`src/rtl/fnd_scan_controller.sv`:
```
// Four-digit common-anode FND scan driver with blanking and frame-synchronous data updates.
// Optional macro FND_LZ_BLANK_EN enables leading-zero suppression on digits 3..1.
module fnd_scan_controller #(
  parameter int TICK_DIV  = 100000,
  parameter int BLANK_CYC = 1000
) (
  input  logic        clk,
  input  logic        reset,
  input  logic        enable,
  input  logic [15:0] bcd_in,
  input  logic [3:0]  dp_in,
  input  logic        load,
  output logic [7:0]  seg,
  output logic [3:0]  seg_common,
  output logic        frame_done
);

  localparam int CW = $clog2(TICK_DIV);
  localparam logic [CW-1:0] BLANK_LAST = CW'(BLANK_CYC - 1);
  localparam logic [CW-1:0] SLOT_LAST  = CW'(TICK_DIV - 1);

  typedef enum logic [1:0] {
    IDLE,
    BLANK,
    DRIVE
  } state_t;

  state_t        state;
  state_t        state_nx;
  logic [1:0]    digit;
  logic [1:0]    digit_nx;
  logic [CW-1:0] cnt;
  logic [CW-1:0] cnt_nx;
  logic          boundary;

  logic [15:0]   act_bcd;
  logic [3:0]    act_dp;
  logic [15:0]   shd_bcd;
  logic [3:0]    shd_dp;
  logic          pending;

  logic [3:0]    nib;
  logic          dp_bit;
  logic [7:0]    seg_nx;
  logic [3:0]    com_nx;

  function automatic logic [6:0] glyph(input logic [3:0] v);
    logic [6:0] g;
    unique case (v)
      4'h0: g = 7'h40;
      4'h1: g = 7'h79;
      4'h2: g = 7'h24;
      4'h3: g = 7'h30;
      4'h4: g = 7'h19;
      4'h5: g = 7'h12;
      4'h6: g = 7'h02;
      4'h7: g = 7'h78;
      4'h8: g = 7'h00;
      4'h9: g = 7'h10;
      4'hA: g = 7'h08;
      4'hB: g = 7'h03;
      4'hC: g = 7'h46;
      4'hD: g = 7'h21;
      4'hE: g = 7'h06;
      4'hF: g = 7'h0E;
    endcase
    return g;
  endfunction

  always_ff @(posedge clk) begin
    if (reset) begin
      state <= IDLE;
      digit <= 2'd0;
      cnt   <= '0;
    end else begin
      state <= state_nx;
      digit <= digit_nx;
      cnt   <= cnt_nx;
    end
  end

  always_comb begin
    state_nx = state;
    digit_nx = digit;
    cnt_nx   = cnt;
    boundary = 1'b0;
    if (!enable) begin
      state_nx = IDLE;
      digit_nx = 2'd0;
      cnt_nx   = '0;
    end else begin
      unique case (state)
        IDLE: begin
          state_nx = BLANK;
          digit_nx = 2'd0;
          cnt_nx   = '0;
        end
        BLANK: begin
          cnt_nx = cnt + CW'(1);
          if (cnt == BLANK_LAST)
            state_nx = DRIVE;
        end
        DRIVE: begin
          if (cnt == SLOT_LAST) begin
            cnt_nx   = '0;
            digit_nx = digit + 2'd1;
            state_nx = BLANK;
            boundary = (digit == 2'd3);
          end else begin
            cnt_nx = cnt + CW'(1);
          end
        end
        default: begin
          state_nx = IDLE;
          digit_nx = 2'd0;
          cnt_nx   = '0;
        end
      endcase
    end
  end

  // Active data changes only while dark or at a frame boundary.
  always_ff @(posedge clk) begin
    if (reset) begin
      act_bcd <= '0;
      act_dp  <= '0;
      shd_bcd <= '0;
      shd_dp  <= '0;
      pending <= 1'b0;
    end else if (load && (state == IDLE || boundary)) begin
      act_bcd <= bcd_in;
      act_dp  <= dp_in;
      pending <= 1'b0;
    end else if (boundary && pending) begin
      act_bcd <= shd_bcd;
      act_dp  <= shd_dp;
      pending <= 1'b0;
    end else if (load) begin
      shd_bcd <= bcd_in;
      shd_dp  <= dp_in;
      pending <= 1'b1;
    end
  end

  assign nib    = act_bcd[{digit, 2'b00} +: 4];
  assign dp_bit = act_dp[digit];

`ifdef FND_LZ_BLANK_EN
  logic [3:0] sup;
  assign sup[3] = (act_bcd[15:12] == 4'h0);
  assign sup[2] = sup[3] && (act_bcd[11:8] == 4'h0);
  assign sup[1] = sup[2] && (act_bcd[7:4] == 4'h0);
  assign sup[0] = 1'b0;
`endif

  always_comb begin
    seg_nx = 8'hFF;
    com_nx = 4'hF;
    if (state == DRIVE) begin
      com_nx = ~(4'b0001 << digit);
      seg_nx = {~dp_bit, glyph(nib)};
`ifdef FND_LZ_BLANK_EN
      if (sup[digit]) begin
        if (dp_bit) begin
          seg_nx = 8'h7F;
        end else begin
          seg_nx = 8'hFF;
          com_nx = 4'hF;
        end
      end
`endif
    end
  end

  always_ff @(posedge clk) begin
    if (reset) begin
      seg        <= 8'hFF;
      seg_common <= 4'hF;
      frame_done <= 1'b0;
    end else begin
      seg        <= seg_nx;
      seg_common <= com_nx;
      frame_done <= boundary;
    end
  end

endmodule

```
`config.mk`:
```
export PLATFORM = sky130hd
export DESIGN_NAME = fnd_scan_controller
export DESIGN_NICKNAME = d
export VERILOG_FILES = /design/src/rtl/fnd_scan_controller.sv
export SDC_FILE = /design/constraint.sdc
export NUM_CORES = 1
export LEC_CHECK = 0
export BUFFER_PORTS_ARGS = -buffer_cell sky130_fd_sc_hd__buf_4
export CAP_MARGIN = 25
export CORE_ASPECT_RATIO = 1.4
export CORE_MARGIN = 4
export CORE_UTILIZATION = 50
export CTS_CLUSTER_SIZE = 28
export DETAILED_ROUTE_END_ITERATION = 10
export GPL_ROUTABILITY_DRIVEN = 0
export GPL_TIMING_DRIVEN = 0
export PLACE_DENSITY = 0.72
export SYNTH_ARGS = -nofsm -noshare
export SYNTH_HDL_FRONTEND = slang
export SYNTH_SLANG_ARGS = --single-unit
```
`constraint.sdc`:
```
create_clock -name clk -period 2 [get_ports clk]
set_input_delay 0.2 -clock clk [delete_from_list [all_inputs] [get_ports clk]]
set_output_delay 0.2 -clock clk [all_outputs]
set_load 0.005 [all_outputs]
```
* Word-level counts from Yosys, hierarchy flattened *
Memories as Yosys holds them, arrays and structs flattened. A register that Yosys moved wholly into a read port is not among the register bits.
Cells that the tools add are included.
W data, S select, Z words.

storage, ports and cells
  flip-flop bits (word level) = 75
  bits in latches = 0
  memory bits (writable) = 0
  bits in read-only memories = 112
  bits of input ports = 24
  word-level logic and storage cells = 58
  memories = 1

memory list
  name             words  bits a word  rd ports  clocked after memory_dff  write ports  line  text
  (no name shown)  16     7            1         1                         0            49    unique case (v)

cells by class
  $add $sub $neg = 2
  multiply operators = 0
  divide/modulo/power cells = 0
  magnitude comparators = 1
  equal/unequal tests = 7
  shift operators = 2
  muxes and demuxes = 16
  bitwise gates (word level) = 7
  reduce and logical (&&, ||, !) cells = 11

operator list
  operator                 count
  $pmux W17 S2             1
  $mux W16                 2
  $add A17 B1 Y17 const B  1
  $eq A17 B10 Y1 const B   1
  $eq A17 B17 Y1 const B   1
  $mux W17                 1
  $shiftx A16 B5 Y4        1
  $mux W4                  2
  $mux W2                  3
  $not A1 Y1               6
  $pmux W2 S3              1
  $eq A2 B2 Y1 const B     2
  $mux W1                  4
  $ne A2 B2 Y1 const B     2
  $not A4 Y4               1
  $pmux W2 S2              1
  $reduce_and A2 Y1        2
  $reduce_or A2 Y1         2
  $shl A1 B2 Y4 const A    1
  $lt A2 B3 Y1 const B     1
  $reduce_and A3 Y1        1
  $reduce_or A3 Y1         1
  $add A2 B1 Y2 const B    1
  $bmux W1 S2              1
  5 further kinds          6

* Depth between registers and ports, before layout *
  word-level depth = 8
  mapped depth = 10
  mapped depth without buffers = 7

* Worst setup path after synthesis *
OpenSTA, ideal clock, no wires.

  path kind = register to register
  from = register cnt[0]
  to = register act_bcd[13]
  setup time = 0.079 ns
  data arrival time = 2.026 ns
  slack = -0.105 ns
  stages on the path, launching flop included = 11
  buffers on the path = 4
  clock period less this slack = 2.105 ns
  cell sequence = dfxtp_1 > ha_1 > and3_1 > clkbuf_1 > and3_1 > clkbuf_1 > a32oi_1 > clkbuf_1 > buf_2 > nand3_1 > o211ai_1

between the ends
  word-level cells in the longest chain between the ends = 7

ends and longest elaborated chain
  what                                            line  text
  start, declared                                 32    logic [CW-1:0] cnt;
  start signal, assigned                          78    cnt <= cnt_nx;
  $eq A17 B17 Y1 (*)                              104   if (cnt == SLOT_LAST) begin
  $mux W1 (*)                                     104
  $mux W1 (*)                                     92    unique case (state)
  $mux W1 (*)                                     87    if (!enable) begin
  $logic_or A1 B1 Y1                              130   end else if (load && (state == IDLE || boundary)) begin
  $logic_and A1 B1 Y1                             130
  $mux W16 or $reduce_bool A2 Y1 (tied branches)  --
  end signal, assigned                            131   act_bcd <= bcd_in;
  end, declared                                   36    logic [15:0] act_bcd;

Every way passes the cells marked *; elsewhere a longest branch is shown, timed or not.
A chain may end at the register's enable or synchronous reset.

* Final worst setup path *
  from = register cnt[14]
  to = register act_bcd[15]

Same word-level chain as after synthesis.

==> results.sh <==
export IMPL_die_area_um2=8410
export IMPL_cp_end_kind="register"
export IMPL_whs_endpoint="shd_bcd[13]$_SDFFE_PP0P_"
export IMPL_dr_first_iter_drc_count=173
export IMPL_n_fill_cell=562
export IMPL_root_buffer="clkbuf_8"
export IMPL_r2r_cells=7
export IMPL_ir_drop_v=0.000440
export IMPL_cts_tree="yes"
export IMPL_ys_seq_area_share_pct=43.0
export IMPL_required_ps=2270
export IMPL_async_flop_share_pct=0
export IMPL_setup_tns_ps=-698
export IMPL_grt_pass1_wl_um=13000
export IMPL_r2r_start="cnt[14]$_SDFF_PP0_"
export IMPL_grt_util_all_layers_pct=20.1
export IMPL_syn_nets=415
export IMPL_fin_crit_sh_pct=104
export IMPL_setup_violations=27
export IMPL_worst_slew_pin_slew_ps=547
export IMPL_fin_skew_ps=7.06
export IMPL_clk_pin_slew_ps=80
export IMPL_fin_util_pct=67.6
export IMPL_diodes=0
export IMPL_critPathSlowestCell="or4_4"
export IMPL_rrSetupSlack_ps=-80
export IMPL_internal_power_mw=2.44
export IMPL_period_minus_slack_ps=2080
export IMPL_row_count=35
export IMPL_drt_pass1_iterations=4
export IMPL_clockPowerShare_pct=40.7
export IMPL_synth_seq_cells=75
export IMPL_synth_edff_count=0
export IMPL_post_dp_hpwl_um=5420
export IMPL_p_seq_share_pct=49.0
export IMPL_wl_um=8190
export IMPL_cts_sinks=75
export IMPL_slowest_delay_ps=570
export IMPL_finalNonFillerCells=539
export IMPL_ant_nets=0
export IMPL_cts_buffer_depth=2
export IMPL_synthDistinctLibCells=47
export IMPL_status="finished with violations"
export IMPL_hold_path_depth=3
export IMPL_core_um2=6700
export IMPL_hold_violations=0
export IMPL_grt_pass1_vias=2758
export IMPL_start_util_pct=52.1
export IMPL_violations="setup timing"
export IMPL_cp_arrival_ps=2350
export IMPL_swShare_pct=23.8
export IMPL_powerDensity_nw_per_um2=706
export IMPL_wl_per_cell_um=15.2
export IMPL_htree_levels=3
export IMPL_yosys_most_used_dff="dfxtp_1"
export IMPL_dp_cells=504
export IMPL_holdCritPathClass="in -> reg"
export IMPL_syn_mean_instance_area_um2=9.29
export IMPL_clkLatencyLatePin_ps=350
export IMPL_synth_area_um2=3490
export IMPL_start_kind="register"
export IMPL_die_x_um=78.6
export IMPL_post_route_worst_setup_slack_ps=-77.9
export IMPL_gr_total_overflow=0
export IMPL_drive_above_1_share_pct=29.5
export IMPL_cts_buffers=9
export IMPL_rsz0062_at_grt="yes"
export IMPL_slew_headroom_pct=63.5
export IMPL_netlist_instances=376
export IMPL_comb_power_share_pct=10.2
export IMPL_antenna_found_initial=0
export IMPL_die_h_um=107
export IMPL_portBuffers=36
export IMPL_maxClockFrequency_mhz=481
export IMPL_critPathMaxFanout=5
export IMPL_grt_max_degree=14
export IMPL_via_per_inst=5.35
export IMPL_path_cells="or4_4 -> nor3_4 -> buf_6 -> a32oi_4 -> clkbuf_8 -> or3b_1 -> o211ai_1"
export IMPL_p_leak_nw=1.70
export IMPL_drcViolationCount=0
export IMPL_drv_cap=0
export IMPL_yosysWarnings=0
export IMPL_rr_endpoint="act_bcd[15]$_SDFFE_PP0P_"
export IMPL_netSwitchingPower_mw=0.761
export IMPL_vias=2886
export IMPL_slew_violations=0
export IMPL_io_pins=37
export IMPL_nNetsFinal=481
export IMPL_critPathKind="reg -> reg"
export IMPL_area_delta_synth_final_pct=29.6
export IMPL_min_from="bcd_in[13]"
[flip-flops by register name, indices dropped and copies added (netlist names)]
signal,flops
frame_done,1
shd_dp,4
shd_bcd,16
seg,8
seg_common,4
act_dp,4
digit,2
cnt,17
state,2
pending,1
act_bcd,16
[cells in the mapped netlist, types with 2 or more instances]
cell type	n	share of area (%)
and4_1	3	0.75
nand4_1	5	0.90
a311oi_1	15	3.8
nand2_1	38	4.1
mux4_2	6	3.9
nor2b_1	2	0.36
buf_2	8	1.1
nand3_1	13	1.9
inv_1	17	1.8
and2_1	5	0.90
nor2_1	58	6.2
mux2i_1	21	6.0
nand2b_1	5	0.90
or3b_2	2	0.50
or3b_1	5	1.3
clkbuf_1	15	1.6
o21ai_0	4	0.57
a21oi_1	5	0.72
ha_1	15	5.4
o211ai_1	10	2.1
xor2_1	6	1.5
and3_1	10	1.8
xnor2_1	9	2.3
dfxtp_1	75	43
a31oi_1	2	0.36
[metrics by stage]
stage / power, mW / cell area, um2 / hold WS (ps) / setup slack, ps
after global placement: 1.87 / 3910 / 424 / -392
after global routing: 3.33 / 4530 / 81.3 / -136
after detailed placement: 1.87 / 3910 / 434 / -421
final: 3.20 / 4530 / 92.4 / -77.9
after CTS: 3.21 / 4480 / 81.3 / -46.5
after floorplan: 1.78 / 3530 / 316 / -8.76
[worst max-delay path: cells and delay by family (launching register included)]
| kind | cells | cell delay, ps |
|---|---|---|
| simple gates | 3 | 1110 |
| flops | 1 | 330 |
| buf+inv | 2 | 330 |
| compound gates | 2 | 230 |
[layout by cell type, fill, tap and decap left out, drive strengths merged, types with 2 or more instances in the layout]
| cell | n |
|---|---|
| mux4 | 6 |
| buf | 64 |
| or4 | 2 |
| and3 | 10 |
| nor2b | 2 |
| dfxtp | 75 |
| nand3 | 13 |
| o21ai | 4 |
| o211ai | 11 |
| a311oi | 15 |
| clkbuf | 24 |
| xnor2 | 9 |
| nand4 | 5 |
| nand2 | 38 |
| or3b | 7 |
| clkinvlp | 2 |
| and2 | 5 |
| inv | 17 |
| clkinv | 2 |
| ha | 15 |
| and4 | 3 |
| or4b | 2 |
| mux2i | 21 |
| nand2b | 5 |
| bufinv | 2 |
| nor2 | 58 |
| xor2 | 6 |
| a31oi | 2 |
| a21oi | 5 |
[how the worst max path moves through the flow]
| stage | slack (ps) | cells after the start | startpoint | end |
|---|---|---|---|---|
| after global routing | -140 | 7 | cnt[14]$_SDFF_PP0_ | act_bcd[15]$_SDFFE_PP0P_ |
| after CTS | -50 | 7 | cnt[14]$_SDFF_PP0_ | act_bcd[15]$_SDFFE_PP0P_ |
| final | -80 | 7 | cnt[14]$_SDFF_PP0_ | act_bcd[15]$_SDFFE_PP0P_ |
| after global placement | -390 | 10 | state[0]$_SDFFE_PP0P_ | act_bcd[13]$_SDFFE_PP0P_ |
| after detailed placement | -420 | 10 | state[0]$_SDFFE_PP0P_ | act_bcd[3]$_SDFFE_PP0P_ |
| after floorplan | -9 | 10 | state[0]$_SDFFE_PP0P_ | act_bcd[13]$_SDFFE_PP0P_ |
[power by group through the flow]
| stage | sequential, mW | combinational [mW] | clock, mW |
|---|---|---|---|
| finish | 1.57 | 0.327 | 1.30 |
| global route | 1.57 | 0.356 | 1.40 |
| CTS | 1.57 | 0.318 | 1.32 |
| detailed placement | 1.60 | 0.270 | 0 |
| global placement | 1.60 | 0.265 | 0 |
| floorplan | 1.59 | 0.182 | 0 |
[cells by family (layout without fill, tap and decap cells)]
kind of cell / Yosys count / count (layout) / synth area share (%)
muxes: 28 / 28 / 10.2
AOI/OAI and AO/OA: 46 / 46 / 10.1
DFF: 75 / 75 / 43.0
and+or+nand+nor: 157 / 157 / 23.0
xor gates and xnor gates: 15 / 15 / 3.76
buffers and inverters: 40 / 111 / 4.58
adders and majority gates: 15 / 15 / 5.37
[layout make-up]
cell class	instances	area (um2)	share of cell area, %
multi-input cells	261	1980	43.8
plain buffers	21	174	3.84
inverters	17	66.3	1.46
clock buffers	10	138	3.04
flip-flops and latches	75	1520	33.5
well taps	92	115	2.54
clock inverters	6	88.8	1.96
repair buffers	57	445	9.84
[repair_timing]
| item | CTS | global route |
|---|---|---|
| hold buffers | 0 | 0 |
| setup endpoints to repair | 63 | 58 |
| gates cloned | 2 | 1 |
| resized for setup | 53 | 13 |
| pin swaps | 16 | 9 |
| buffers inserted | 17 | 1 |
[metal layers]
metal  global-route usage [%]  vias to the layer above  part of all wire (%)
li1                         -                     1448                     -
met1                     23.6                     1358                    41
met2                     33.4                       64                    51
met3                     4.62                       16                   5.0
met4                     10.9                        0                   2.6
met5                        0                        -                     0
Power figures use the tool's default switching activity.
